$ cat src/rtl/seq_chunk_adder_if.sv
// Operand/result handshake bundle for seq_chunk_adder.
// The master drives operands and result acceptance. The slave is the adder.
interface seq_chunk_adder_if #(
   parameter int WIDTH = 32
);
   logic             in_valid;
   logic             in_ready;
   logic [WIDTH-1:0] in_a;
   logic [WIDTH-1:0] in_b;
   logic             cin;
   logic             sub;
   logic             out_valid;
   logic             out_ready;
   logic [WIDTH-1:0] sum;
   logic             cout;
   logic             ovf;

   modport master (
      output in_valid, in_a, in_b, cin, sub, out_ready,
      input  in_ready, out_valid, sum, cout, ovf
   );

   modport slave (
      input  in_valid, in_a, in_b, cin, sub, out_ready,
      output in_ready, out_valid, sum, cout, ovf
   );
endinterface

$ cat src/rtl/seq_chunk_adder.sv
// Multi-cycle adder/subtractor: adds CHUNK bits per clock through one ripple slice,
// with a registered carry between slices and valid/ready handshakes on both sides.
module seq_chunk_adder #(
   parameter int WIDTH = 32,
   parameter int CHUNK = 4
) (
   input logic              clock,
   input logic              reset,
   seq_chunk_adder_if.slave bus
);
   localparam int N  = WIDTH / CHUNK;
   localparam int KW = (N > 1) ? $clog2(N) : 1;

   generate
      if (CHUNK < 1 || WIDTH < CHUNK || (WIDTH % CHUNK) != 0) begin : g_bad_params
         $error("seq_chunk_adder: WIDTH must be a positive multiple of CHUNK");
      end
   endgenerate

   typedef enum logic [1:0] {IDLE, RUN, DONE} state_t;

   state_t           state_q, state_d;
   logic [WIDTH-1:0] a_q, b_q, sum_q;
   logic             carry_q, cout_q, ovf_q;
   logic [KW-1:0]    k_q;
   logic [CHUNK-1:0] a_c, b_c, s_c;
   logic             cy, cy_msb, last;

   assign last = (k_q == KW'(N - 1));

   always_ff @(posedge clock) begin
      if (reset) begin
         state_q <= IDLE;
      end else begin
         state_q <= state_d;
      end
   end

   always_comb begin
      state_d = state_q;
      unique case (state_q)
         IDLE:    if (bus.in_valid)  state_d = RUN;
         RUN:     if (last)          state_d = DONE;
         DONE:    if (bus.out_ready) state_d = IDLE;
         default: state_d = IDLE;
      endcase
   end

   always_comb begin
      bus.in_ready  = (state_q == IDLE);
      bus.out_valid = (state_q == DONE);
   end

   assign bus.sum  = sum_q;
   assign bus.cout = cout_q;
   assign bus.ovf  = ovf_q;

   // Ripple slice over chunk k; cy_msb ends as the carry into the slice's top bit,
   // which on the last chunk is the carry into bit WIDTH-1.
   always_comb begin
      a_c    = '0;
      b_c    = '0;
      s_c    = '0;
      cy     = carry_q;
      cy_msb = carry_q;
      for (int unsigned j = 0; j < N; j++) begin
         if (k_q == KW'(j)) begin
            a_c = a_q[j*CHUNK +: CHUNK];
            b_c = b_q[j*CHUNK +: CHUNK];
         end
      end
      for (int unsigned i = 0; i < CHUNK; i++) begin
         cy_msb = cy;
         s_c[i] = a_c[i] ^ b_c[i] ^ cy;
         cy     = (a_c[i] & b_c[i]) | (cy & (a_c[i] ^ b_c[i]));
      end
   end

   always_ff @(posedge clock) begin
      if (reset) begin
         a_q     <= '0;
         b_q     <= '0;
         carry_q <= 1'b0;
         k_q     <= '0;
         sum_q   <= '0;
         cout_q  <= 1'b0;
         ovf_q   <= 1'b0;
      end else begin
         unique case (state_q)
            IDLE: begin
               if (bus.in_valid) begin
                  // Subtraction runs as A + ~B + ~borrow through the same slice.
                  a_q     <= bus.in_a;
                  b_q     <= bus.sub ? ~bus.in_b : bus.in_b;
                  carry_q <= bus.sub ^ bus.cin;
                  k_q     <= '0;
                  sum_q   <= '0;
                  cout_q  <= 1'b0;
                  ovf_q   <= 1'b0;
               end
            end
            RUN: begin
               for (int unsigned j = 0; j < N; j++) begin
                  if (k_q == KW'(j)) sum_q[j*CHUNK +: CHUNK] <= s_c;
               end
               carry_q <= cy;
               k_q     <= k_q + KW'(1);
               if (last) begin
                  cout_q <= cy;
                  ovf_q  <= cy ^ cy_msb;
               end
            end
            default: ;
         endcase
      end
   end
endmodule

$ cat src/flat_wrapper.sv
// flat-port wrapper written by rule: the top's interface ports become plain ports
module seq_chunk_adder_flat 
#(
   parameter int WIDTH = 32,
   parameter int CHUNK = 4
)
  (clock, reset, bus_in_valid, bus_in_a, bus_in_b, bus_cin, bus_sub, bus_out_ready, bus_in_ready, bus_out_valid, bus_sum, bus_cout, bus_ovf);
  seq_chunk_adder_if #(.WIDTH(WIDTH)) bus_i ();
  input logic clock;
  input logic reset;
  input wire logic [$bits(bus_i.in_valid)-1:0] bus_in_valid;
  input wire logic [$bits(bus_i.in_a)-1:0] bus_in_a;
  input wire logic [$bits(bus_i.in_b)-1:0] bus_in_b;
  input wire logic [$bits(bus_i.cin)-1:0] bus_cin;
  input wire logic [$bits(bus_i.sub)-1:0] bus_sub;
  input wire logic [$bits(bus_i.out_ready)-1:0] bus_out_ready;
  output wire logic [$bits(bus_i.in_ready)-1:0] bus_in_ready;
  output wire logic [$bits(bus_i.out_valid)-1:0] bus_out_valid;
  output wire logic [$bits(bus_i.sum)-1:0] bus_sum;
  output wire logic [$bits(bus_i.cout)-1:0] bus_cout;
  output wire logic [$bits(bus_i.ovf)-1:0] bus_ovf;
  assign bus_i.in_valid = bus_in_valid;
  assign bus_i.in_a = bus_in_a;
  assign bus_i.in_b = bus_in_b;
  assign bus_i.cin = bus_cin;
  assign bus_i.sub = bus_sub;
  assign bus_i.out_ready = bus_out_ready;
  assign bus_in_ready = bus_i.in_ready;
  assign bus_out_valid = bus_i.out_valid;
  assign bus_sum = bus_i.sum;
  assign bus_cout = bus_i.cout;
  assign bus_ovf = bus_i.ovf;
  seq_chunk_adder #(.WIDTH(WIDTH), .CHUNK(CHUNK)) u_core (.clock(clock), .reset(reset), .bus(bus_i));
endmodule
$ cat config.mk
export PLATFORM = sky130hd
export DESIGN_NAME = seq_chunk_adder_flat
export DESIGN_NICKNAME = d
export VERILOG_FILES = /design/src/rtl/seq_chunk_adder_if.sv /design/src/rtl/seq_chunk_adder.sv /design/src/flat_wrapper.sv
export SDC_FILE = /design/constraint.sdc
export NUM_CORES = 1
export LEC_CHECK = 0
export CORE_ASPECT_RATIO = 0.5
export CORE_MARGIN = 3
export CORE_UTILIZATION = 26
export DETAILED_ROUTE_END_ITERATION = 10
export MAX_ROUTING_LAYER = met4
export SLEW_MARGIN = 20
export SYNTH_ARGS = -nofsm -noshare
export SYNTH_HDL_FRONTEND = slang
export SYNTH_SLANG_ARGS = --single-unit
$ cat constraint.sdc
create_clock -name clock -period 4.7 [get_ports clock]
set_clock_uncertainty 0.1 [all_clocks]
set_input_delay 0.47 -clock clock [delete_from_list [all_inputs] [get_ports clock]]
set_output_delay 0.47 -clock clock [all_outputs]
set_load 0.005 [all_outputs]
==> run_results.csv <==
group,metric,value,unit
status,status,"finished, final reports clean",
cells_and_area,mostFrequentLayoutCells,"104 x dfxtp_1, 103 x clkdlybuf4s50_1, 87 x nand2_1",
min_path,whs_path_depth,2,
cells_and_area,layout_commonest_cell,"dfxtp_1",
run,drv_cap,0,
sta,fin_crit_sh,89.6,%
cells_and_area,area_growth,28.9,%
logic_synthesis,synth_area,5080,sq um
placement,place.gp.congestion,0.858,
logic_synthesis,synthCells,598,
sta,rsz0062_at_grt,"no",
detailed_routing,vias,4311,
detailed_routing,drcViolationCount,0,
floorplan,start_util,27.1,%
setup_path,critPathCaptureType,"register",
setup_path,r2r_slack,490,ps
clock_tree,numClockSinks,104,
global_route,grt-ovfl-total,0,
setup_path,critPathRequiredTime,4890,ps
sta,fmax,237,MHz
sta,setup_slack,488,ps
min_path,min_to,"u_core.a_q[30]$_SDFFE_PP0P_",
min_path,hp-class,"reg2reg",
power,max-vdd-ir-drop,212,uV
clock_tree,clk_path_buf_depth,2,
clock_tree,cts_buffers,9,
sta,finalMaxSlewViolations,0,
logic_synthesis,synth_cell_types,49,
detailed_routing,drtIter0Drc,207,
logic_synthesis,yosysWarnings,0,
sta,report.final.hold_viol_count,0,
floorplan,core,18800,sq um
detailed_routing,top_layer,"met4",
detailed_routing,routedWlPerCell,14.6,microns
logic_synthesis,synth_nets,678,
floorplan,die-area,21400,sq um
placement,dpl.hpwl,10.2,mm
global_route,grt_pass1_wl,22.4,mm
logic_synthesis,ys_seq_area_share,41.0,%
cells_and_area,fin_util,34.9,%
clock_tree,cts_tree,"done",
clock_tree,cts_root_buffer,"clkbuf_16",
clock_tree,path_clk_slew,70,ps
logic_synthesis,synth_enable_flop_cells,0,
cells_and_area,drive_gt1_share,5.29,%
clock_tree,insertion_delay,350,ps
sta,fin_setup_tns,0,ps
power,p_sw_share,25.5,%
sta,setup_viol,0,
global_route,grt_antenna_before_repair,0,
setup_path,worstRegToRegCells,17,
clock_tree,cts_resized,0,
sta,min_period,4210,ps
logic_synthesis,synth_seq_cells,104,
power,p_clk_share,37.5,%
setup_path,startpoint_type,"register",
setup_path,criticalPathCategory,"reg2reg",
detailed_routing,vias_per_cell,4.59,
power,p_comb_share,16.7,%
detailed_routing,dr_wl_met3,508,microns
clock_tree,cts_hold_buf,0,
global_route,grt_pass1_vias,4250,
power,power_density,323,nW/um^2
logic_synthesis,syn_area_per_cell,8.50,sq um
setup_path,timing.rr.end,"u_core.bus.sum[7]$_SDFFE_PP0P_",
detailed_routing,route.met2.wl,6.18,mm
cells_and_area,antenna_cells,0,
sta,relSlewSlack,38.4,%
power,cellLeakagePower,2.31,nW
setup_path,r2r-start,"u_core.k_q[2]$_SDFFE_PP0P_",
clock_tree,cts_setup_buffers,0,
logic_synthesis,synthArstFlopShare,0,%
clock_tree,htreeDepth,3,
logic_synthesis,ys.flop_type,"dfxtp_1",
floorplan,die_x,204,microns
detailed_routing,drt-met1-wl,6.89,mm
setup_path,crit_arrival,4400,ps
detailed_routing,drt-pass1-iter-count,4,
power,power_frac_seq,45.9,%
floorplan,num_rows,35,
sta,tightest_slew,925,ps
global_route,track_usage,13.5,%
floorplan,die_height,105,microns
setup_path,path_max_fanout,12,
cells_and_area,finalNetCount,755,
floorplan,io_pins,106,
detailed_routing,routed_wl,13.7,mm
global_route,grt_max_degree,67,
min_path,hp-start,"u_core.a_q[30]$_SDFFE_PP0P_",
power,p_int,1.57,mW
placement,port_buffers,105,
power,power,2.11,mW
placement,post-place-ws,527,ps
detailed_routing,ant_nets,0,
power,switchingPower,0.540,mW
-- Yosys cell counts (all sizes together) (2+ instances only) --
cell,count,area [sq um]
a211oi,33,248
a21o,2,15.0
a21oi,57,338
a221oi,4,35.0
a22oi,3,22.5
a2bb2oi,8,70.1
a31oi,5,31.3
a32o,2,20.0
a32oi,7,61.3
and2,4,25.0
and3b,2,17.5
buf,34,235
clkbuf,14,52.6
dfxtp,104,2080
fa,4,80.1
ha,6,75.1
inv,18,67.6
mux2i,20,200
nand2,87,327
nand2b,6,45.0
nand3,7,35.0
nand3b,4,30.0
nor2,83,312
nor2b,14,95.1
nor3,2,10.0
nor3b,7,57.6
o211ai,7,52.6
o21a,2,15.0
o21ai,5,25.0
o32ai,5,43.8
xnor2,32,280
xor2,2,17.5
-- stage by stage --
stage,instance area (sq um),hold WS [ps],cells
global route,6550,380,939
global placement,6230,347,923
CTS,6550,359,939
finish,6550,358,939
floorplan,5080,331,598
detailed placement,6230,350,923
-- state kept, by name (all words and copies together) (netlist names) --
name and count:
u_core.a_q 32, u_core.b_q 32, u_core.bus.cout 1, u_core.bus.ovf 1, u_core.bus.sum 32, u_core.carry_q 1
u_core.k_q 3, u_core.state_q 2
-- kinds of logic after synthesis --
family / after synthesis / synth area share (%)
compound gates: 145 / 20.0
simple gates: 218 / 19.1
flops: 104 / 41.0
buf+inv: 67 / 7.07
fa+ha+maj: 10 / 3.05
xor+xnor: 34 / 5.86
mux: 20 / 3.94
-- metal layers --
metal	vias to the layer above	track usage (%)
li1	2196	-
met1	2028	18.7
met2	73	20.5
met3	14	2.46
met4	0	2.99
met5	-	-
-- final cells by class --
type	count	area, sq um
multi-input cells	427	2650
repair buffers	114	1110
well taps	259	324
clock inverters	5	81.3
flip-flops and latches	104	2080
clock buffers	11	233
fillers	1948	12200
inverters	19	71.3
-- worst max-delay path, stage by stage, from the launching register on --
cell and delay [ps]:
dfxtp_1 330, clkinv_1 220, ha_1 410, buf_4 230, nor2_1 290, o211ai_1 130, nand3_1 130, a32oi_1 120
fa_1 430, inv_1 70, fa_1 150, inv_1 50, fa_1 390, inv_1 100, fa_1 450, nor2_1 290
mux2i_1 130, nor2_1 100
-- power by group through the flow --
stage,logic [mW],clock network (mW),registers [mW]
6_report,0.352,0.791,0.969
5_1_grt,0.392,0.847,0.975
4_1_cts,0.357,0.802,0.969
3_5_place_dp,0.356,0,0.989
3_3_place_gp,0.353,0,0.988
2_1_floorplan,0.235,0,0.974
-- how the worst max path moves through the flow --
stage / startpoint / endpoint / depth (start not counted)
6_report: u_core.k_q[2]$_SDFFE_PP0P_ / u_core.bus.sum[7]$_SDFFE_PP0P_ / 17
5_1_grt: u_core.k_q[2]$_SDFFE_PP0P_ / u_core.bus.sum[7]$_SDFFE_PP0P_ / 17
4_1_cts: u_core.k_q[2]$_SDFFE_PP0P_ / u_core.bus.sum[7]$_SDFFE_PP0P_ / 17
3_5_place_dp: u_core.k_q[2]$_SDFFE_PP0P_ / u_core.bus.sum[27]$_SDFFE_PP0P_ / 17
3_3_place_gp: u_core.k_q[2]$_SDFFE_PP0P_ / u_core.bus.sum[11]$_SDFFE_PP0P_ / 17
2_1_floorplan: u_core.k_q[2]$_SDFFE_PP0P_ / u_core.bus.sum[11]$_SDFFE_PP0P_ / 18
Power figures use the tool's default switching activity.
